<file path="src/rtl/quad_pkg.sv">
// quad_pkg: constants and helpers shared by the quadrature front end.
//   ctrl_state_e  : control FSM encoding (ST_STARTUP, ST_RUN)
//   SYNC_STAGES   : depth of the per-channel input synchronizer
//   is_double_step: true when both quadrature bits change in one step
package quad_pkg;

  typedef enum logic {
    ST_STARTUP = 1'b0,
    ST_RUN     = 1'b1
  } ctrl_state_e;

  // Two-flop synchronizer ahead of each debounce counter. This adds
  // SYNC_STAGES edges to every clean-output transition.
  localparam int SYNC_STAGES = 2;

  // A legal quadrature (Gray) step flips exactly one of {a,b}.
  // A step that flips both means the encoder skipped a state.
  function automatic logic is_double_step(input logic [1:0] ab_now,
                                          input logic [1:0] ab_next);
    return &(ab_now ^ ab_next);
  endfunction

endpackage

</file>
<file path="src/rtl/debounce_chan.sv">
// debounce_chan: one quadrature channel, synchronized and debounced.
//   clk, reset : clock, synchronous active-high reset
//   raw        : asynchronous pin level
//   clean      : debounced level
//   flip       : high in the cycle whose rising edge will toggle clean
//   idle       : debounce counter is zero (no pending mismatch)
module debounce_chan #(
  parameter int DEBOUNCE_CYCLES = 16,
  parameter int CNT_W           = 5
) (
  input  logic clk,
  input  logic reset,
  input  logic raw,
  output logic clean,
  output logic flip,
  output logic idle
);

  localparam logic [CNT_W-1:0] CNT_LAST = CNT_W'(DEBOUNCE_CYCLES - 1);

  logic             s1_q, s1_d;
  logic             s2_q, s2_d;
  logic             clean_q, clean_d;
  logic [CNT_W-1:0] cnt_q, cnt_d;
  logic             mismatch;

  always_comb begin
    // NOTE: every always_comb output gets a default first so no path
    // leaves it unassigned; that is what keeps latches from being inferred.
    s1_d     = raw;
    s2_d     = s1_q;
    clean_d  = clean_q;
    cnt_d    = '0;
    mismatch = (s2_q != clean_q);
    flip     = 1'b0;
    if (mismatch) begin
      if (cnt_q == CNT_LAST) begin
        // Mismatch has now held for DEBOUNCE_CYCLES edges: accept it.
        clean_d = s2_q;
        flip    = 1'b1;
      end else begin
        cnt_d = cnt_q + CNT_W'(1);
      end
    end
  end

  // NOTE: sequential state uses non-blocking assignments only, so every
  // flop samples the pre-edge values regardless of statement order.
  always_ff @(posedge clk) begin
    if (reset) begin
      s1_q    <= 1'b0;
      s2_q    <= 1'b0;
      clean_q <= 1'b0;
      cnt_q   <= '0;
    end else begin
      s1_q    <= s1_d;
      s2_q    <= s2_d;
      clean_q <= clean_d;
      cnt_q   <= cnt_d;
    end
  end

  assign clean = clean_q;
  assign idle  = (cnt_q == '0);

endmodule

</file>
<file path="src/rtl/quad_conditioner.sv">
// quad_conditioner: conditions the two raw quadrature pins for the encoder.
//   clk, reset      : clock, synchronous active-high reset
//   a_raw, b_raw    : asynchronous quadrature pins
//   a, b            : debounced channels for the encoder
//   ready           : startup settling period is over
//   stable          : neither channel has a pending mismatch
//   illegal         : one-cycle pulse after both channels changed together
//   err_count       : saturating count of illegal pulses
module quad_conditioner
  import quad_pkg::*;
#(
  parameter int DEBOUNCE_CYCLES = 16,
  parameter int CNT_W           = 5,
  parameter int ERR_W           = 8
) (
  input  logic             clk,
  input  logic             reset,
  input  logic             a_raw,
  input  logic             b_raw,
  output logic             a,
  output logic             b,
  output logic             ready,
  output logic             stable,
  output logic             illegal,
  output logic [ERR_W-1:0] err_count
);

  // One extra bit so DEBOUNCE_CYCLES+SYNC_STAGES still fits when
  // DEBOUNCE_CYCLES sits at the top of its range.
  localparam int STARTUP_W = CNT_W + 1;
  localparam logic [STARTUP_W-1:0] STARTUP_LAST =
    STARTUP_W'(DEBOUNCE_CYCLES + SYNC_STAGES - 1);

  logic a_flip, b_flip, a_idle, b_idle;

  debounce_chan #(.DEBOUNCE_CYCLES(DEBOUNCE_CYCLES), .CNT_W(CNT_W)) u_chan_a (
    .clk(clk), .reset(reset), .raw(a_raw), .clean(a), .flip(a_flip), .idle(a_idle)
  );

  debounce_chan #(.DEBOUNCE_CYCLES(DEBOUNCE_CYCLES), .CNT_W(CNT_W)) u_chan_b (
    .clk(clk), .reset(reset), .raw(b_raw), .clean(b), .flip(b_flip), .idle(b_idle)
  );

  ctrl_state_e          state_q, state_d;
  logic [STARTUP_W-1:0] startup_cnt_q, startup_cnt_d;
  logic                 double_q, double_d;
  logic                 illegal_q, illegal_d;
  logic [ERR_W-1:0]     err_count_q, err_count_d;

  always_comb begin
    state_d       = state_q;
    startup_cnt_d = startup_cnt_q;
    if (state_q == ST_STARTUP) begin
      if (startup_cnt_q == STARTUP_LAST) begin
        state_d = ST_RUN;
      end else begin
        startup_cnt_d = startup_cnt_q + STARTUP_W'(1);
      end
    end

    // Qualified by the state before the edge on which the outputs move, so
    // power-up levels settling on the STARTUP->RUN edge stay silent.
    double_d = (state_q == ST_RUN) &&
               is_double_step({a, b}, {a ^ a_flip, b ^ b_flip});

    // The pulse lands one edge after the double change.
    illegal_d   = double_q;
    err_count_d = err_count_q;
    if (double_q && (err_count_q != '1)) begin
      err_count_d = err_count_q + ERR_W'(1);
    end
  end

  always_ff @(posedge clk) begin
    if (reset) begin
      state_q       <= ST_STARTUP;
      startup_cnt_q <= '0;
      double_q      <= 1'b0;
      illegal_q     <= 1'b0;
      err_count_q   <= '0;
    end else begin
      state_q       <= state_d;
      startup_cnt_q <= startup_cnt_d;
      double_q      <= double_d;
      illegal_q     <= illegal_d;
      err_count_q   <= err_count_d;
    end
  end

  assign ready     = (state_q == ST_RUN);
  assign stable    = a_idle && b_idle;
  assign illegal   = illegal_q;
  assign err_count = err_count_q;

endmodule

</file>
<file path="config.mk">
export PLATFORM = sky130hd
export DESIGN_NAME = quad_conditioner
export DESIGN_NICKNAME = d
export VERILOG_FILES = /design/src/rtl/quad_pkg.sv /design/src/rtl/debounce_chan.sv /design/src/rtl/quad_conditioner.sv
export SDC_FILE = /design/constraint.sdc
export NUM_CORES = 1
export LEC_CHECK = 0
export BUFFER_PORTS_ARGS = -buffer_cell sky130_fd_sc_hd__buf_4
export CAP_MARGIN = 10
export CORE_ASPECT_RATIO = 1.2
export CORE_MARGIN = 2
export CORE_UTILIZATION = 56
export CTS_BUF_LIST = sky130_fd_sc_hd__clkbuf_16
export CTS_CLUSTER_SIZE = 25
export DETAILED_ROUTE_END_ITERATION = 10
export PLACE_DENSITY_LB_ADDON = 0.08
export SKIP_LAST_GASP = 1
export SLEW_MARGIN = 25
export SYNTH_ARGS = -nofsm -noshare
export SYNTH_HDL_FRONTEND = slang
export SYNTH_SLANG_ARGS = --single-unit
</file>
<file path="constraint.sdc">
create_clock -name clk -period 1.98 [get_ports clk]
set_input_delay 0.099 -clock clk [delete_from_list [all_inputs] [get_ports clk]]
set_output_delay 0.099 -clock clk [all_outputs]
set_load 0.01 [all_outputs]
</file>
# [Word level (Yosys, flattened, before mapping)]
# Index checks and enable logic that the tools add are counted.
# W data, S select, Z words.
[word_totals] out_inout_bits=13 latchBits=0 memories=0 ramBits=0 regBits=33 word_cells=47 romBits=0
[op_classes] reduce_logical=11 n_mux=6 eq_ne=6 order_cmp=0 div_mod_pow=0 n_mul=0 bitwise_logic=7 shifts=0 addsub=4
[ops] cell="$add A5 B1 Y5 const B" n=2
[ops] cell="$eq A5 B4 Y1 const B" n=2
[ops] cell="$logic_not A5 Y1" n=2
[ops] cell="$add A8 B1 Y8 const B" n=1
[ops] cell="$ne A8 B8 Y1 const B" n=1
[ops] cell="$reduce_and A2 Y1" n=4
[ops] cell="$add A6 B1 Y6 const B" n=1
[ops] cell="$eq A6 B5 Y1 const B" n=1
[ops] cell="$mux W1" n=6
[ops] cell="$reduce_or A3 Y1" n=2
[ops] cell="$not A1 Y1" n=4
[ops] cell="$logic_and A1 B1 Y1" n=3
[ops] cell="$ne A1 B1 Y1" n=2
[ops] cell="$xor A1 B1 Y1" n=2
[ops] cell="$xor A2 B2 Y2" n=1

# [Logic depth before layout (Yosys ltp)]
[depth] ltp_word=7 mapped_depth=6 mapped_depth_nobuf=6

# [Cells and area by module]
# Synthesis repeated with hierarchy kept, for this count alone.
[unflattened] cells_unflattened=153 hier_area_um2=1491.4
[modules_own_cells] module="quad_conditioner" n_inst=1 area_per_inst_um2=848.3 cells_each=89
[modules_own_cells] module="debounce_chan" n_inst=2 area_per_inst_um2=321.6 cells_each=32

# [Worst setup path before layout]
# OpenSTA, ideal clock, no wires.
[synth_path] kind="register to register" from="register u_chan_b.cnt_q[0]" to="register u_chan_b.cnt_q[2]" path_stages_with_launch=6 slack_ns=0.485 period_less_slack_ns=1.495 arrival_time_ns=1.430 setup_ns=0.065 path_cell_list="dfxtp_1 ha_1 and3_1 ha_1 or3_1 nor2_1"
[synth_via] elab_chain_len=2 word_cells_on_any_way=3 cone_classes="1 x add/sub; 1 x eq/ne; 1 x reduce/logical"
[synth_lines] item="start, declared" line_no="debounce_chan.sv:24" text="logic [CNT_W-1:0] cnt_q, cnt_d;"
[synth_lines] item="start signal, assigned" line_no="debounce_chan.sv:59" text="cnt_q <= cnt_d;"
[synth_lines] item="branches (longest 2 deep; another with $add A5 B1 Y5)"
# Parallel ways; which one is timed is not known.
# A chain may end at the register's enable or synchronous reset.

# [Final worst setup path]
# Ends and elaborated chain as after synthesis.

==> results.txt <==
Reg2reg path depth - 5
Die Ht - 59.70 µm
Worst Clk Skew - 3.995 ps
Placer congestion estimate - 0.7084
Min-delay src - b_raw
CTS H-tree depth - 2
Slew Limit Headroom - 0.8189
IO Port Bufs - 16
Cell count after placement - 198
Yosys warnings - 0
Worst Path Max Fanout - 5
LEAKAGE - 0.0007400 µW
Max Cap Violations - 0
CP Launch Type - register
Row count - 20
Worst path top cell family by delay - simple AND/OR/NAND/NOR gates
Actual slew at the worst max-slew pin - 271.7 ps
Clk slew on worst S/H paths - 50 ps
Synth Net Count - 165
CP peak stage delay - 460 ps
Cell Area, Synth - 1448 µm²
R2R setup slack - 340 ps
RSZ-0062 raised after global routing - no
Synthesis-to-finish area growth - 19.79%
Reg-to-reg endpoint - u_chan_b.cnt_q[2]
Primary FF master, synth - dfxtp_1
Syn avg cell area - 9.524 µm²
Final number of hold-violating endpoints - 0
# IOs - 17
Initial antenna violation count - 0
Crit path capture type - register
Max VDD drop - 0.6963 mV
Setup bufs post-CTS - 0
Clock sink count - 33
Vias in the first global route - 1,081
Cells after Synth - 152
Crit Path Class - register to register
Final setup fails - 0
# diodes - 0
PwrDens - 830.0 nW/µm²
Hold-critical path depth - 2
Total global-route track usage - 0.1981
Register bit total from synthesis - 33
Async SR Flop Fraction - 0
Hold EP - u_chan_b.s1_q
DRC - 0
Die ar. - 3010 µm²
Crit-path most repeated cell - ha_1
Layout cells sized above 1 - 0.1734
Total grt overflow - 0
Synth cell types - 34
Starting density of the core - 0.5785
Die width - 50.42 µm
EDFF count, synth - 0
Dpl hpwl - 1794 µm
Sum Neg Setup Slack - 0 ps
Final non-filler cell total - 206
Pins Over Slew Limit - 0
Nets - 185
CP bufs+invs - 0
Largest net degree at the start of global routing - 30
Routed vias - 1,100
Fmax achieved - 611.6 MHz
Global-route wire length before repair - 4436 µm
Root buffer cell - clkbuf_16
Commonest cells in the netlist - dfxtp_1, nor2_1, inv_1
Num CTS Buffers - 5
Post-CTS Hold Fix Bufs - 0
Crit share post-route - 0.8258
Fillers - 208
Clock Path Buffers - 2
Avg Vias per Cell - 5.340
Main area contributors after synthesis - dfxtp_1, ha_1, nor2_1
WL/cell - 12.64 µm
Synth area leader - dfxtp_1
Crit Reg-Reg Startpoint - u_chan_b.cnt_q[0]
Hold Path Class - primary input to register
Fin crit period - 1635 ps
Critical Path Slowest Stage Cell - or3_1
Seq/Total Area, Yosys - 0.4564
Clock Latency Late Sink - 270 ps
Status - finished, final reports clean
Iter 0 DRT Violations - 15
Area of the core - 2502 µm²
Most frequent cell after synthesis - dfxtp_1
CP arrival - 1840 ps
CTS tree - done
Count of TritonRoute iterations in the first routing pass - 4
Worst path cell trace - ha_1 > and3_1 > ha_1 > or3_1 > nor2_1
Post-DRT Antenna Nets - 0
Post_cts resized - 0
Critical Path RT - 2180 ps
Post-synth top area share - 0.4564
DRT Wirelength - 2604 µm
power by group:
group,switching (µW),internal [µW]
Combinational,23.6,19.5
Clock,257,453
Sequential,10.9,676
routing by layer:
metal	routed length [µm]	global-route usage
met1	1164	0.2054
met4	35	0.09266
met5	0	0
met2	1308	0.3703
met3	96	0.05250
sequential cells by signal, summed over array words and instances (netlist names), 5 cells and up:
| name | flops |
|---|---|
| err_count | 8 |
| startup_cnt_q | 6 |
| u_chan_a.cnt_q | 5 |
| u_chan_b.cnt_q | 5 |
cells by family (layout without fill, tap and decap cells):
family | Yosys count | in the layout | synth area share
AOI/OAI and AO/OA | 17 | 17 | 0.07952
xor gates and xnor gates | 7 | 7 | 0.04235
adders and majority gates | 9 | 9 | 0.07779
buffers and inverters | 14 | 35 | 0.03716
DFF | 33 | 33 | 0.4564
muxes | 7 | 7 | 0.05445
and+or+nand+nor | 65 | 65 | 0.2524
layout make-up:
class / count / area, µm² / area share
Multi-Input combinational cell: 105 / 733.2 / 0.4228
Sequential cell: 33 / 660.6 / 0.3810
Clock buffer: 5 / 125.1 / 0.07215
Timing Repair Buffer: 16 / 120.1 / 0.06926
Inverter: 11 / 41.29 / 0.02381
Tap cell: 33 / 41.29 / 0.02381
Clock inverter: 3 / 12.51 / 0.007215
layout by cell type, fill, tap and decap left out, types with 2 or more instances in the layout:
cell type   n
nand4_1     2
buf_4      16
clkbuf_16   5
nand3_1     3
mux2_2      3
nand2_1     9
a21oi_1     7
xor2_1      4
inv_1      11
and3_1      6
or3_1       5
xnor2_1     3
clkinv_1    2
ha_1        9
nor2_1     19
a311oi_1    2
nor2b_1    10
nor3_1      2
mux2i_1     3
o21ai_0     3
dfxtp_1    33
and4_1      3
through the flow:
step	setup slack, ps	hold slack (ps)	instance area, µm²	power (µW)	util
2_1_floorplan	485.0	227.2	1448	729.5	-
3_3_place_gp	436.0	316.4	1597	740.5	0.6380
3_5_place_dp	365.4	324.4	1597	743.3	0.6380
4_1_cts	341.6	50.41	1734	1453	0.6930
5_1_grt	272.6	53.90	1734	1487	0.6930
6_report	344.8	51.61	1734	1439	0.6930
worst max-delay path by stage:
stage / start / end / slack, ps / cells after the start
global route: u_chan_b.cnt_q[0] / u_chan_b.cnt_q[2] / 270 / 5
CTS: u_chan_b.cnt_q[0] / u_chan_b.cnt_q[0] / 340 / 5
finish: u_chan_b.cnt_q[0] / u_chan_b.cnt_q[2] / 340 / 5
global placement: u_chan_b.cnt_q[0] / u_chan_b.cnt_q[3] / 440 / 5
detailed placement: u_chan_b.cnt_q[0] / u_chan_b.cnt_q[0] / 370 / 5
floorplan: u_chan_b.cnt_q[0] / u_chan_b.cnt_q[2] / 480 / 5
No activity file was read; power rests on OpenSTA's default activity.
